--- src/rtl/uart_pkg.sv ---
// Shared types and helpers for the UART transmit arbiter.
package uart_pkg;

  // Byte width of the UART TX core.
  localparam int DATA_W_DEFAULT = 8;

  // Arbiter FSM states.
  typedef enum logic [1:0] {
    ST_IDLE  = 2'd0,
    ST_START = 2'd1,
    ST_WAIT  = 2'd2
  } arb_state_e;

  // Watchdog length in clock cycles: whole cycles per bit times bit count.
  function automatic int calc_timeout_cycles(input int clk_fre, input int bps, input int bits);
    return clk_fre / bps * bits;
  endfunction

endpackage

--- src/rtl/uart_tx_arbiter_rr_arbiter.sv ---
// Combinational rotating-priority picker: the first asserted request after
// the last granted index (wrapping) wins.
module rr_arbiter #(
  parameter int NUM_REQ = 4
) (
  input  logic [NUM_REQ-1:0]         req_i,
  input  logic [$clog2(NUM_REQ)-1:0] last_i,
  output logic [$clog2(NUM_REQ)-1:0] grant_o,
  output logic                       any_req_o
);

  localparam int IDX_W = $clog2(NUM_REQ);

  logic [IDX_W-1:0] idx;

  // Scan from farthest to nearest so the nearest asserted index overwrites the rest.
  always_comb begin
    // NOTE: every output gets a default before the loop so no latch is inferred.
    grant_o   = '0;
    idx       = '0;
    any_req_o = |req_i;
    for (int off = NUM_REQ; off >= 1; off--) begin
      idx = IDX_W'((int'(last_i) + off) % NUM_REQ);
      if (req_i[idx]) begin
        grant_o = idx;
      end
    end
  end

endmodule

--- src/rtl/uart_tx_arbiter.sv ---
// Round-robin arbiter sharing one UART transmitter among NUM_REQ byte sources.
// Optional watchdog on the end-of-frame handshake: define UART_ARB_TIMEOUT_EN.
module uart_tx_arbiter
  import uart_pkg::*;
#(
  parameter int NUM_REQ      = 4,
  parameter int DATA_W       = DATA_W_DEFAULT,
  parameter int CLK_FRE      = 50_000_000,
  parameter int BPS          = 115_200,
  parameter int TIMEOUT_BITS = 12
) (
  input  logic                        sys_clk,
  input  logic                        sys_rst,
  input  logic [NUM_REQ-1:0]          req_valid,
  input  logic [NUM_REQ*DATA_W-1:0]   req_data,
  output logic [NUM_REQ-1:0]          req_ready,
  output logic                        uart_tx_en,
  output logic [DATA_W-1:0]           uart_tx_data,
  input  logic                        uart_tx_done,
  output logic                        busy,
  output logic [$clog2(NUM_REQ)-1:0]  grant_id,
  output logic                        timeout_err
);

  localparam int IDX_W          = $clog2(NUM_REQ);
  localparam int TIMEOUT_CYCLES = calc_timeout_cycles(CLK_FRE, BPS, TIMEOUT_BITS);

  // Reject parameter sets the design is not meant for.
  if (NUM_REQ < 2 || NUM_REQ > 8 || TIMEOUT_CYCLES < 1) begin : g_bad_cfg
    $error("uart_tx_arbiter: unsupported NUM_REQ or timeout parameters");
  end

  arb_state_e          state_q, state_d;
  logic [NUM_REQ-1:0]  req_ready_q, req_ready_d;
  logic                tx_en_q, tx_en_d;
  logic [DATA_W-1:0]   tx_data_q, tx_data_d;
  logic                busy_q, busy_d;
  logic [IDX_W-1:0]    grant_q, grant_d;
  logic [IDX_W-1:0]    last_q, last_d;

  logic [IDX_W-1:0]    pick;
  logic                any_req;
  logic [DATA_W-1:0]   pick_data;
  logic [NUM_REQ-1:0]  pick_onehot;

`ifdef UART_ARB_TIMEOUT_EN
  localparam int CNT_W = $clog2(TIMEOUT_CYCLES + 1);
  logic [CNT_W-1:0]    cnt_q, cnt_d;
  logic                timeout_q, timeout_d;
`endif

  rr_arbiter #(
    .NUM_REQ (NUM_REQ)
  ) u_rr (
    .req_i     (req_valid),
    .last_i    (last_q),
    .grant_o   (pick),
    .any_req_o (any_req)
  );

  // Byte and one-hot ready of the requester the picker selected.
  always_comb begin
    pick_data   = '0;
    pick_onehot = '0;
    for (int i = 0; i < NUM_REQ; i++) begin
      if (pick == IDX_W'(i)) begin
        pick_data      = req_data[i*DATA_W +: DATA_W];
        pick_onehot[i] = 1'b1;
      end
    end
  end

  // Next-state logic: pick in IDLE, pulse in START, wait for done in WAIT.
  always_comb begin
    state_d     = state_q;
    req_ready_d = '0;
    tx_en_d     = 1'b0;
    tx_data_d   = tx_data_q;
    grant_d     = grant_q;
    last_d      = last_q;
`ifdef UART_ARB_TIMEOUT_EN
    cnt_d       = cnt_q;
    timeout_d   = 1'b0;
`endif
    case (state_q)
      ST_IDLE: begin
        if (any_req) begin
          tx_data_d   = pick_data;
          grant_d     = pick;
          req_ready_d = pick_onehot;
          tx_en_d     = 1'b1;
          state_d     = ST_START;
        end
      end
      ST_START: begin
        last_d  = grant_q;
        state_d = ST_WAIT;
`ifdef UART_ARB_TIMEOUT_EN
        cnt_d   = '0;
`endif
      end
      ST_WAIT: begin
        if (uart_tx_done) begin
          state_d = ST_IDLE;
        end else begin
`ifdef UART_ARB_TIMEOUT_EN
          cnt_d = cnt_q + 1'b1;
          if (cnt_q == CNT_W'(TIMEOUT_CYCLES - 1)) begin
            timeout_d = 1'b1;
            state_d   = ST_IDLE;
          end
`endif
        end
      end
      default: state_d = ST_IDLE;
    endcase
    busy_d = (state_d != ST_IDLE);
  end

  // State and registered outputs.
  always_ff @(posedge sys_clk) begin
    // NOTE: reset is synchronous, and all state uses non-blocking assignment.
    if (sys_rst) begin
      state_q     <= ST_IDLE;
      req_ready_q <= '0;
      tx_en_q     <= 1'b0;
      tx_data_q   <= '0;
      busy_q      <= 1'b0;
      grant_q     <= '0;
      last_q      <= IDX_W'(NUM_REQ - 1);
    end else begin
      state_q     <= state_d;
      req_ready_q <= req_ready_d;
      tx_en_q     <= tx_en_d;
      tx_data_q   <= tx_data_d;
      busy_q      <= busy_d;
      grant_q     <= grant_d;
      last_q      <= last_d;
    end
  end

`ifdef UART_ARB_TIMEOUT_EN
  // Watchdog counter and its error pulse.
  always_ff @(posedge sys_clk) begin
    if (sys_rst) begin
      cnt_q     <= '0;
      timeout_q <= 1'b0;
    end else begin
      cnt_q     <= cnt_d;
      timeout_q <= timeout_d;
    end
  end
  assign timeout_err = timeout_q;
`else
  assign timeout_err = 1'b0;
`endif

  assign req_ready    = req_ready_q;
  assign uart_tx_en   = tx_en_q;
  assign uart_tx_data = tx_data_q;
  assign busy         = busy_q;
  assign grant_id     = grant_q;

endmodule

--- config.mk ---
export PLATFORM = sky130hd
export DESIGN_NAME = uart_tx_arbiter
export DESIGN_NICKNAME = d
export VERILOG_FILES = /design/src/rtl/uart_pkg.sv /design/src/rtl/uart_tx_arbiter_rr_arbiter.sv /design/src/rtl/uart_tx_arbiter.sv
export SDC_FILE = /design/constraint.sdc
export NUM_CORES = 1
export LEC_CHECK = 0
export BUFFER_PORTS_ARGS = -buffer_cell sky130_fd_sc_hd__buf_4
export CAP_MARGIN = 20
export CORE_ASPECT_RATIO = 0.75
export CORE_MARGIN = 2
export CORE_UTILIZATION = 47
export DETAILED_ROUTE_END_ITERATION = 16
export GPL_ROUTABILITY_DRIVEN = 0
export PLACE_DENSITY = 0.95
export REMOVE_ABC_BUFFERS = 1
export SLEW_MARGIN = 20
export SYNTH_ARGS = -nofsm -noshare
export SYNTH_HDL_FRONTEND = slang
export SYNTH_SLANG_ARGS = --single-unit
--- constraint.sdc ---
create_clock -name sys_clk -period 4.3 [get_ports sys_clk]
set_input_delay 0.215 -clock sys_clk [delete_from_list [all_inputs] [get_ports sys_clk]]
set_output_delay 0.215 -clock sys_clk [all_outputs]
set_load 0.03 [all_outputs]
* Word-level counts from Yosys, hierarchy flattened *
Index checks and enable logic that the tools add are counted.

word-level totals
  bits in registers = 20
  word-level logic and storage cells = 53
  output and inout bits = 17
  bits of input ports = 39

cells by class
  $add $sub $neg = 4
  bitwise logic cells = 2
  equality and inequality tests = 5
  reduce and logical (&&, ||, !) cells = 7
  order comparisons = 4
  mux-type cells = 24

operators with widths
  kind                                                                   count
  8-bit 2-to-1 mux                                                       4
  2-bit by 3-bit < comparator with 1-bit output (second input constant)  4
  2-bit 2-to-1 mux                                                       6
  1-bit 2-to-1 mux                                                       9
  1-bit binary-select mux with 2-bit select                              4
  2-bit == test (second input constant)                                  3
  2-bit case mux with 3 select lines                                     1
  2-bit by 1-bit adder with 2-bit output (second input constant)         2
  2-bit adder (second input constant)                                    2
  2-bit by 1-bit == test with 1-bit output (second input constant)       2
  2-bit logical NOT                                                      2
  4-bit OR reduction                                                     1
  3-bit OR reduction                                                     1
  1-bit inverter                                                         2
  2-bit AND reduction                                                    1
  2-bit nonzero test                                                     1
  2-bit OR reduction                                                     1

* Depth between registers and ports, before layout *
  depth after elaboration = 12
  gate-level depth with buffers = 7
  mapped depth without buffers = 6

* Hierarchy *
Synthesis repeated with hierarchy kept, for this count alone.

unflattened totals
  cells, all modules = 79
  area total of the unflattened synthesis = 939.7 sq um

modules (own cells, without submodules)
  module           instances  area an instance (sq um)  cells each  seq. area each (sq um)
  uart_tx_arbiter  1          848.3                     65          400.4
  rr_arbiter       1          91.3                      14          0.0

* Worst setup path before layout *
Ideal clock, no wire load.

  kind = reg2reg
  start point = reg last_q[1]
  end point = reg tx_data_q[4] (netlist: uart_tx_data[4])
  cell stages (with the launch flop) = 8
  period minus slack after synthesis = 1.813 ns
  library setup time = 0.122 ns
  arrival time = 1.691 ns
  path buffers = 2
  path slack = 2.487 ns
  required time = 4.178 ns
  cell sequence = dfxtp_1 > buf_6 > mux2i_2 > o2bb2ai_4 > nor2_4 > buf_6 > mux2_4 > a221o_1

on the way
  word-level cells in the longest chain between the ends = 12
  elaborated cells on any way between the ends = 24
  classes of those cells = add/sub (4); eq/ne (3); mux (16); reduce/logical (1)

ends and longest elaborated chain
  item                                       line                              RTL
  start, declared                            uart_tx_arbiter.sv:39             logic [IDX_W-1:0] last_q, last_d;
  start signal, assigned                     uart_tx_arbiter.sv:130            last_q <= IDX_W'(NUM_REQ - 1);
  start signal, assigned                     uart_tx_arbiter.sv:138            last_q <= last_d;
  2-bit by 1-bit adder with 2-bit output     uart_tx_arbiter_rr_arbiter.sv:23  idx = IDX_W'((int'(last_i) + off) % NUM_REQ);
  1-bit binary-select mux with 2-bit select  uart_tx_arbiter_rr_arbiter.sv:24  if (req_i[idx]) begin
  1-bit 2-to-1 mux (implied by the code)     uart_tx_arbiter_rr_arbiter.sv:24
  2-bit 2-to-1 mux (3 in series)             uart_tx_arbiter_rr_arbiter.sv:24
  2-bit 2-to-1 mux *                         uart_tx_arbiter_rr_arbiter.sv:24
  2-bit logical NOT                          uart_tx_arbiter.sv:66             if (pick == IDX_W'(i)) begin
  8-bit 2-to-1 mux (3 in series)             uart_tx_arbiter.sv:66
  8-bit 2-to-1 mux *                         uart_tx_arbiter.sv:66
  end signal, assigned                       uart_tx_arbiter.sv:135            tx_data_q <= tx_data_d;
  end, declared                              uart_tx_arbiter.sv:36             logic [DATA_W-1:0] tx_data_q, tx_data_d;

Mark *: on every way between the ends. The rest lies on a longest branch, timed or not. The select of a mux whose other input is x is not followed.
A chain may end at the register's enable or synchronous reset.

* Final worst setup path *
  start point = reg last_q[1]
  end point = reg tx_data_q[7] (netlist: uart_tx_data[7])

Same word-level chain as after synthesis.

==> key figures <==
Outcome
  • Status: finished, final reports clean

STA
  • Highest clock rate: 0.456 GHz
  • Slew Limit Headroom: 57.8%
  • TNS Setup: 0 ns
  • Final period util: 51.0%
  • Final min period: 2.19 ns
  • Max Transition Viols Final: 0
  • Layout Skew: 0.00278 ns
  • Setup ws final: 2.11 ns
  • Slew @ Worst Pin: 0.631 ns
  • RSZ-0062 raised after global routing: false
  • Final setup viols: 0
  • Final Hold Fails: 0

Clock tree
  • CTS tree: yes
  • Maximum root-to-sink buffer count: 2
  • CTS root buffer: clkbuf_4
  • Post-CTS Hold Fix Bufs: 0
  • Cts bufs inserted: 3
  • Clock Latency Late Sink: 0.30 ns
  • CTS resizes: 0
  • Sink Count: 20
  • Post-CTS Repair Setup Buffers: 0
  • Clock transition at path regs: 0.11 ns
  • CTS H-tree lvls: 1

Yosys
  • Mapped Avg Cell Area: 9.56 um2
  • Seq cells post-synth: 20
  • Mapped Area: 1040 um2
  • Predominant post-synthesis flop cell: dfxtp_1
  • Synthesized instance count: 109
  • Sequential cell area fraction in the yosys report: 38.4%
  • Yosys warnings: 0
  • Post-synth EDFFs: 0
  • Async S/R FF share, synth: 0%
  • Cell variety after synth: 38

Cells and area
  • Share of cells above drive strength 1: 44.8%
  • # nets final: 203
  • Area growth, synth to finish: 43.6%
  • ANT cells: 0
  • # fillers: 157

Floorplanning
  • Chip Height: 44.8 um
  • IO Pins: 56
  • Die ar.: 2610 um2
  • Starting density of the core: 50.9%
  • Core Area: 2050 um2
  • Die X: 58.4 um
  • # rows: 14

Setup path
  • Biggest cell delay along the critical path: 0.54 ns
  • CP max-delay cell: dfxtp_1
  • CP Launch Type: flop
  • Crit end category: flop
  • Arr. time, crit path: 2.40 ns
  • CP bufs+invs: 0
  • Worst Path Required: 4.51 ns
  • Crit path kind: flop to flop
  • Top delay family on crit path: multiplexers
  • CP Cell Sequence: mux2i_2 -> o2bb2ai_4 -> nor2_4 -> mux2_2 -> a221o_1
  • Crit Path Max Fanout: 14

Global routing
  • Gr usage total: 22.8%
  • GR Overflow Total: 0
  • First-pass GRT wire length: 4510 um
  • Vias in the first global route: 1015
  • Antenna violations before repair: 0
  • Largest net degree at the start of global routing: 15

Detailed routing
  • Final ANT Viol Nets: 0
  • DRC: 0
  • Via Count: 1110
  • Routed len/inst: 16.0 um
  • Initial DRT Pass Iterations: 4
  • Via/cell ratio: 5.94
  • DR iter-0 viols: 39
  • Drt total wl: 2990 um

Pwr
  • P_leak: 0.000702 uW
  • Maximum vdd ir drop: 0.345 mV
  • Pwr Density: 394 nW/um2

Hold path
  • Worst hold path class: primary input to flop

Flow run
  • Max_cap viols: 0

Place
  • # port buffers: 54
  • Final HPWL DP: 2270 um
  • Pre-CTS setup slack: 2.13 ns
==> final cells by class <==
| cell class | instances | area, um2 | share of cell area, % |
|---|---|---|---|
| Tap cell | 24 | 30.0 | 2.01 |
| Timing Repair Buffer | 54 | 405 | 27.1 |
| Clock inverter | 1 | 30.0 | 2.01 |
| Sequential cell | 20 | 400 | 26.8 |
| Multi-Input combinational cell | 81 | 593 | 39.6 |
| Inverter | 4 | 15.0 | 1.00 |
| Clock buffer | 3 | 22.5 | 1.51 |
==> synth_stat cells, drive strengths merged, types with 3 or more instances <==
cell type / number / share of area, %
inv: 4 / 1.4
o21ai: 8 / 3.8
a221o: 7 / 6.7
nor2: 10 / 4.3
buf: 3 / 2.9
nand2: 3 / 1.1
nand3: 8 / 3.8
dfxtp: 20 / 38
nor2b: 3 / 1.8
nand2b: 3 / 1.8
mux2: 7 / 8.6
a21oi: 9 / 4.3
==> worst register-to-register path: stages (launching register included) <==
cell and delay [ns]:
dfxtp_1 0.54, mux2i_2 0.34, o2bb2ai_4 0.15, nor2_4 0.35, mux2_2 0.39, a221o_1 0.33
==> kinds of logic after synthesis <==
family	count (synthesis)	share of synthesized area, %
other cells	1	0.360
flops	20	38.4
buf+inv	8	4.68
simple gates	36	19.4
mux	9	10.9
compound gates	35	26.2
==> worst paths after layout <==
check	start	end	slack, ns	depth (start not counted)
worst max-delay path	last_q[1]$_SDFFE_PP1P_	uart_tx_data[7]$_SDFFE_PP0P_	2.11	5
worst min-delay path	req_data[21]	uart_tx_data[5]$_SDFFE_PP0P_	0.15	3
worst max register to register	last_q[1]$_SDFFE_PP1P_	uart_tx_data[7]$_SDFFE_PP0P_	2.11	5
worst min register to register	uart_tx_data[7]$_SDFFE_PP0P_	uart_tx_data[7]$_SDFFE_PP0P_	0.51	1
==> state kept, by name, indices dropped and copies added (netlist names) <==
signal	cells
busy	1
grant_id	2
state_q	2
req_ready	4
uart_tx_data	8
last_q	2
uart_tx_en	1
==> cells in the final DEF (no fill, tap or decap), drive strengths merged, types with 2 or more instances in the layout <==
cell and count:
a211o 2, a21oi 9, a221o 7, and2b 2, buf 54, clkbuf 3, dfxtp 20, inv 4
mux2 7, mux2i 2, nand2 3, nand2b 3, nand3 8, nor2 10, nor2b 3, nor3b 2
o21ai 8
==> metrics by stage <==
step           instance area, um2  instances  total power [uW]  hold WS (ns)  utilization (%)
6_report                     1500        187               589         0.145             73.0
5_1_grt                      1500        187               612         0.144             73.0
4_1_cts                      1500        187               588         0.140             73.0
3_5_place_dp                 1440        183               437         0.457             70.5
3_3_place_gp                 1440        183               429         0.451             70.5
2_1_floorplan                1010        105               356         0.284                -
==> per-layer routing <==
layer  share of wire [%]  global-route usage (%)  up-vias
met5                   0                       0        -
met4                 2.9                    7.91        0
met3                 7.6                    4.58       10
met2                  51                    42.9       63
met1                  38                    25.8      528
li1                    -                       -      509
==> where the power goes <==
group | leakage [uW] | switching, uW | internal [uW]
logic | 0.000509 | 112 | 94.8
registers | 0.000165 | 18.2 | 210
clock network | 0.0000279 | 59.4 | 94.2
total | 0.000702 | 190 | 399
Power figures use the tool's default switching activity.
